## src/rtl/fir_sample_scheduler.sv

```systemverilog
// -----------------------------------------------------------------------------
// fir_sample_scheduler
//
// Sequences the polyphase interpolation FIR stage. Incoming stereo PCM pairs
// are buffered in a small FIFO. Once the FIFO holds PRIME pairs, the first pair
// is presented on x_0/x_1 and the FIR start is raised. After that, a new pair is
// presented once per input frame of (2^osr_active)*128 pclk cycles. out_strobe
// pulses once per 128-cycle output slot while the FIR reports valid outputs.
// An underrun (an empty FIFO at a frame end) mutes the FIR input and sets a
// sticky flag. A disable or a change of ratio flushes the block back to IDLE.
//
// Ports:
//   pclk           in   clock
//   reset_n        in   asynchronous active-low reset
//   enable         in   run request; 0 returns to IDLE
//   oversampling_x in   [1:0] requested ratio (1x/2x/4x/8x), taken in IDLE
//   in_valid       in   input pair valid
//   in_ready       out  FIFO can accept a pair
//   in_l, in_r     in   [31:0] left/right input sample
//   started        in   FIR "outputs valid" indication
//   start          out  FIR start/run enable
//   x_0, x_1       out  [31:0] left/right sample presented to the FIR
//   osr_active     out  [1:0] latched ratio driving the FIR
//   out_strobe     out  one-cycle pulse when the FIR outputs are updated
//   underrun       out  sticky underrun flag
//   underrun_clr   in   clears underrun (a coincident set wins)
// -----------------------------------------------------------------------------
module fir_sample_scheduler #(
  parameter int DEPTH = 4,  // FIFO depth in stereo pairs, power of 2, >= 2
  parameter int PRIME = 2   // occupancy needed before start, 1..DEPTH
) (
  input  logic        pclk,
  input  logic        reset_n,
  input  logic        enable,
  input  logic [1:0]  oversampling_x,
  input  logic        in_valid,
  output logic        in_ready,
  input  logic [31:0] in_l,
  input  logic [31:0] in_r,
  input  logic        started,
  output logic        start,
  output logic [31:0] x_0,
  output logic [31:0] x_1,
  output logic [1:0]  osr_active,
  output logic        out_strobe,
  output logic        underrun,
  input  logic        underrun_clr
);

  localparam int AW = $clog2(DEPTH);
  localparam int CW = $clog2(DEPTH + 1);

  typedef enum logic [1:0] {
    IDLE = 2'd0,
    FILL = 2'd1,
    RUN  = 2'd2
  } state_e;

  state_e          state_q, state_d;
  logic [6:0]      cnt_q, cnt_d;
  logic [2:0]      ph_q, ph_d;
  logic [1:0]      osr_q, osr_d;
  logic [31:0]     x0_q, x0_d;
  logic [31:0]     x1_q, x1_d;
  logic            strobe_q, strobe_d;
  logic            underrun_q, underrun_d;
  logic [AW-1:0]   wr_ptr_q, wr_ptr_d;
  logic [AW-1:0]   rd_ptr_q, rd_ptr_d;
  logic [CW-1:0]   count_q, count_d;

  logic [31:0]     mem_l [DEPTH];
  logic [31:0]     mem_r [DEPTH];

  logic            push;
  logic            pop;
  logic            set_ur;
  logic            flush;
  logic            fifo_empty;
  logic            frame_end;
  logic [2:0]      last_k;

  // Last phase index of a frame: 2^osr - 1.
  always_comb begin
    last_k = 3'd0;
    case (osr_q)
      2'd0: last_k = 3'd0;
      2'd1: last_k = 3'd1;
      2'd2: last_k = 3'd3;
      2'd3: last_k = 3'd7;
      default: last_k = 3'd0;
    endcase
  end

  assign in_ready   = (count_q != CW'(DEPTH));
  assign fifo_empty = (count_q == '0);
  // Leaving FILL/RUN on disable or on a ratio change; both look identical.
  assign flush      = (state_q != IDLE) &&
                      (!enable || (oversampling_x != osr_q));
  assign frame_end  = (state_q == RUN) && (cnt_q == 7'd127) && (ph_q == last_k);

  // NOTE: every signal written here gets a default first, so no path can leave
  // one unassigned and infer a latch.
  always_comb begin
    state_d    = state_q;
    cnt_d      = cnt_q;
    ph_d       = ph_q;
    osr_d      = osr_q;
    x0_d       = x0_q;
    x1_d       = x1_q;
    wr_ptr_d   = wr_ptr_q;
    rd_ptr_d   = rd_ptr_q;
    count_d    = count_q;
    pop        = 1'b0;
    set_ur     = 1'b0;
    push       = in_valid && in_ready && !flush;

    case (state_q)
      IDLE: begin
        cnt_d = 7'd0;
        ph_d  = 3'd0;
        osr_d = oversampling_x;
        if (enable) state_d = FILL;
      end
      FILL: begin
        if (count_q >= CW'(PRIME)) begin
          pop     = 1'b1;
          x0_d    = mem_l[rd_ptr_q];
          x1_d    = mem_r[rd_ptr_q];
          cnt_d   = 7'd0;
          ph_d    = 3'd0;
          state_d = RUN;
        end
      end
      RUN: begin
        cnt_d = cnt_q + 7'd1;
        if (cnt_q == 7'd127) ph_d = (ph_q == last_k) ? 3'd0 : ph_q + 3'd1;
        if (frame_end) begin
          if (!fifo_empty) begin
            pop  = 1'b1;
            x0_d = mem_l[rd_ptr_q];
            x1_d = mem_r[rd_ptr_q];
          end else begin
            // Starved: feed silence rather than repeating a stale sample.
            x0_d   = 32'd0;
            x1_d   = 32'd0;
            set_ur = 1'b1;
          end
        end
      end
      default: state_d = IDLE;
    endcase

    if (flush) begin
      state_d  = IDLE;
      cnt_d    = 7'd0;
      ph_d     = 3'd0;
      x0_d     = 32'd0;
      x1_d     = 32'd0;
      pop      = 1'b0;
      set_ur   = 1'b0;
      wr_ptr_d = '0;
      rd_ptr_d = '0;
      count_d  = '0;
    end else begin
      if (push) wr_ptr_d = wr_ptr_q + AW'(1);
      if (pop)  rd_ptr_d = rd_ptr_q + AW'(1);
      case ({push, pop})
        2'b10:   count_d = count_q + CW'(1);
        2'b01:   count_d = count_q - CW'(1);
        default: count_d = count_q;
      endcase
    end
  end

  // The strobe marks the slot after each cnt==127 cycle, gated by the FIR
  // reporting valid outputs in that cycle.
  assign strobe_d   = (state_q == RUN) && (cnt_q == 7'd127) && started;
  assign underrun_d = set_ur ? 1'b1 : (underrun_clr ? 1'b0 : underrun_q);

  // NOTE: sequential state uses non-blocking assignments so every register
  // samples pre-edge values regardless of statement order.
  always_ff @(posedge pclk or negedge reset_n) begin
    if (!reset_n) begin
      state_q    <= IDLE;
      cnt_q      <= 7'd0;
      ph_q       <= 3'd0;
      osr_q      <= 2'd0;
      x0_q       <= 32'd0;
      x1_q       <= 32'd0;
      strobe_q   <= 1'b0;
      underrun_q <= 1'b0;
      wr_ptr_q   <= '0;
      rd_ptr_q   <= '0;
      count_q    <= '0;
    end else begin
      state_q    <= state_d;
      cnt_q      <= cnt_d;
      ph_q       <= ph_d;
      osr_q      <= osr_d;
      x0_q       <= x0_d;
      x1_q       <= x1_d;
      strobe_q   <= strobe_d;
      underrun_q <= underrun_d;
      wr_ptr_q   <= wr_ptr_d;
      rd_ptr_q   <= rd_ptr_d;
      count_q    <= count_d;
    end
  end

  // NOTE: the sample storage has no reset; the pointers and count define which
  // entries are valid, so the contents never need clearing.
  always_ff @(posedge pclk) begin
    if (push) begin
      mem_l[wr_ptr_q] <= in_l;
      mem_r[wr_ptr_q] <= in_r;
    end
  end

  // start is decoded from the registered state, so it falls with reset_n.
  assign start      = (state_q == RUN);
  assign x_0        = x0_q;
  assign x_1        = x1_q;
  assign osr_active = osr_q;
  assign out_strobe = strobe_q;
  assign underrun   = underrun_q;

endmodule
```

## config.mk

```make
export PLATFORM = sky130hd
export DESIGN_NAME = fir_sample_scheduler
export DESIGN_NICKNAME = d
export VERILOG_FILES = /design/src/rtl/fir_sample_scheduler.sv
export SDC_FILE = /design/constraint.sdc
export NUM_CORES = 1
export LEC_CHECK = 0
export BUFFER_PORTS_ARGS = -buffer_cell sky130_fd_sc_hd__buf_4
export CAP_MARGIN = 10
export CORE_MARGIN = 8
export CORE_UTILIZATION = 59
export DETAILED_ROUTE_END_ITERATION = 16
export HOLD_SLACK_MARGIN = 0.06
export PLACE_DENSITY = 0.8
export SYNTH_ARGS = -nofsm -noshare
export SYNTH_HDL_FRONTEND = slang
export SYNTH_SLANG_ARGS = --single-unit
```

## constraint.sdc

```tcl
create_clock -name pclk -period 4.7 [get_ports pclk]
set_clock_uncertainty 0.2 [all_clocks]
set_input_delay 0 -clock pclk [delete_from_list [all_inputs] [get_ports pclk]]
set_output_delay 0 -clock pclk [all_outputs]
set_load 0.01 [all_outputs]
```

==> impl_metrics.csv <==
group,metric,value,unit
timing,rsz0062_at_grt,"no",
pwr,power.total,0.01035,W
detailed_routing,vias_per_cell,5.705,
critical_path,path_delay_family,"simple AND/OR/NAND/NOR gates",
clock_tree,cts_tree,"yes",
critical_path,cp.required,4.90,ns
placed_design,dp.cells,1148,
timing,min_period,3.658,ns
grt,grt_pass1_wl,47.47,mm
placed_design,dp_hpwl,16.29,mm
yosys,mappedNetlistNets,796,
clock_tree,holdBufCountCts,132,
timing,max_freq,273.4,MHz
detailed_routing,wl_per_cell,22.58,µm
die,die_h,169.1,µm
layout,area_growth,27.64,%
critical_path,crit_type,"reg -> reg",
clock_tree,cts_resized,0,
timing,setup_violations,0,
pwr,p_leak,6.662,nW
clock_tree,numCtsBuffers,34,
die,io_pins,142,
critical_path,max_stage_delay,0.42,ns
yosys,ys_types,56,
die,die_x,169.1,µm
pwr,cellPowerDensity,586.4,mW/mm²
critical_path,crit_chain,"inv_1, ha_1, nand2_1, nor3_1, o21ai_1, a21oi_1, nor2b_1, fa_1, nor4_1, a311o_1, o31ai_1, nor3b_1",
critical_path,r2r-end,"count_q[2]$_DFFE_PN0P_",
layout,num_antenna_cells,0,
job,cap_violations,0,
placed_design,place_congestion,0.9187,
layout,final_cells,1346,
yosys,ys_seq_area_frac,0.7133,
timing,finalSetupTns,0,ns
critical_path,arrival,3.86,ns
clock_tree,clkTransAtPathRegs,0.06,ns
die,start_util,0.5945,
placed_design,dp_worst_setup_slack,1.163,ns
grt,track_usage,0.2142,
detailed_routing,first_pass_iters,7,
die,coreArea,0.02326,mm²
timing,worst_slack,1.042,ns
critical_path,crit_buf_inv,1,
timing,slew_headroom,0.2471,
timing,hold_viol_final,0,
clock_tree,post_cts_buffers,0,
clock_tree,clk_latency,0.52,ns
critical_path,r2r_start,"state_q[0]$_DFFE_PN0P_",
grt,grt_pass1_vias,8514,
grt,grt_start_max_net_pins,67,
yosys,yosys-top-cells-area,"edfxtp_1 56%, dfrtp_1 16%, mux4_2 10%, mux2_4 6.5%, nor2b_1 3.1%",
clock_tree,cts_sinks,343,
placed_design,dpl_cell_area,0.01518,mm²
layout,final_common_cell,"edfxtp_1",
critical_path,ff2ff_path_depth,12,
clock_tree,cts_max_path_buffers,3,
layout,nNetsFinal,1084,
grt,antenna_found_initial,0,
worst_hold_path,min_from,"in_l[16]",
critical_path,cp_slowest_cell,"ha_1",
timing,report.final.slew_viol_count,0,
worst_hold_path,hp-class,"in -> reg",
clock_tree,cts_max_level,2,
placed_design,io_buffers,141,
yosys,yosys.area.top_type,"edfxtp_1",
clock_tree,cts_root_buffer,"clkbuf_16",
grt,gr-total-overflow,0,
yosys,avgSynthCellArea,19.40,µm²
die,placementRows,56,
pwr,peakVddDrop,440.6,µV
die,die_area,0.02859,mm²
detailed_routing,drtIter0Drc,640,
critical_path,start_kind,"flop",
critical_path,cp.depth,12,
timing,fin_crit_sh,0.7782,
yosys,synthesis.area,0.01383,mm²
yosys,synth_edf_count,256,
yosys,yosysWarnings,0,
layout,drive_gt1_frac,0.3330,
layout,fin_area,0.01765,mm²
critical_path,end_kind,"flop",
critical_path,cp_max_fo,12,
critical_path,cp-startpoint,"state_q[0]$_DFFE_PN0P_",
yosys,postSynthCellCount,713,
detailed_routing,ant_nets,0,
critical_path,endpoint,"count_q[2]$_DFFE_PN0P_",
outcome,status,"finished clean",
detailed_routing,drc_errors,0,
critical_path,r2r_slack,1.04,ns
yosys,yosysTopAreaCellShare,0.5559,
detailed_routing,vias,7679,
yosys,synth-main-ff-cell,"edfxtp_1",
detailed_routing,wirelength,30.39,mm
layout,final_cell_mix,"256 x edfxtp_1, 147 x buf_4, 135 x dlygate4sd3_1",
yosys,async_reset_ff_frac,0.2536,
yosys,synth-seq-cells,343,
timing,worst_slew_pin_slew,1.129,ns
layout,num-fill-cells,1290,
==> worst register-to-register path, delay by kind of cell (launching register included) <==
| kind | cells | cell delay (ns) |
|---|---|---|
| compound gates | 4 | 1.04 |
| fa+ha+maj | 2 | 0.66 |
| buf+inv | 1 | 0.12 |
| flops | 1 | 0.40 |
| simple gates | 5 | 1.13 |
==> per-layer routing <==
| layer | GRT usage | part of all wire |
|---|---|---|
| met5 | 0 | 0 |
| met4 | 0.07965 | 0.026 |
| met3 | 0.03517 | 0.049 |
| met2 | 0.3869 | 0.53 |
| met1 | 0.2558 | 0.39 |
==> flip-flops by register name (all words and copies together), names as in the netlist, 3 cells and up <==
name     flops
cnt_q        7
count_q      3
mem_r      128
ph_q         3
x_0         32
x_1         32
mem_l      128
==> metrics by stage <==
step	hold slack, ns	util
after detailed placement	-0.1874	0.6524
after floorplan	-0.4956	-
after global placement	-0.1966	0.6524
after CTS	0.06009	0.7571
final	0.05814	0.7588
after global routing	0.06187	0.7588
==> cell usage after synthesis, drive strengths merged (2+ instances only) <==
master  count
o21ai      15
a2111o      2
and3        3
edfxtp    256
o22ai       2
mux2i       2
mux2       68
buf        18
a22o        5
o211a       2
a21oi       7
o31ai       2
and2        5
xnor2       3
nor2        9
ha         10
nor3        8
nand2      20
mux4       64
inv         8
nor2b      69
clkbuf     13
dfrtp      87
nor3b       3
nor4        3
nand2b      3
nand3       5
==> final cells by class <==
class	count	area (µm²)	area share
clock buffers	50	950.9	0.05387
clock inverters	12	152.6	0.008648
inverters	8	30.03	0.001701
multi-input cells	331	3772	0.2137
flip-flops and latches	343	9872	0.5593
well taps	319	399.1	0.02261
repair buffers	283	2475	0.1402
==> worst min-delay path by stage <==
stage,endpoint,slack (ns),cells after the start
floorplan,cnt_q[0]$_DFFE_PN0P_,-0.50,0
global placement,x_0[4]$_DFFE_PN0P_,-0.20,1
CTS,mem_r[1][22]$_DFFE_PP_,0.06,2
detailed placement,x_0[4]$_DFFE_PN0P_,-0.19,1
global route,mem_r[1][26]$_DFFE_PP_,0.06,2
finish,mem_l[2][16]$_DFFE_PP_,0.06,2
==> where the power goes <==
group	internal, W	switching (W)	leakage, nW
Clock	0.00158	0.00112	0.533
Sequential	0.00394	0.000404	3.45
Combinational	0.00177	0.00153	2.68
==> cells by family (layout without fill, tap and decap cells) <==
family,after synthesis,count (layout),synth area share
flops,343,343,0.7133
mux,134,134,0.1773
simple gates,134,134,0.05591
compound gates,49,49,0.02624
buf+inv,39,353,0.01484
fa+ha+maj,11,11,0.01049
xor+xnor,3,3,0.001900
Note: power is estimated with default switching activity, not from simulation.
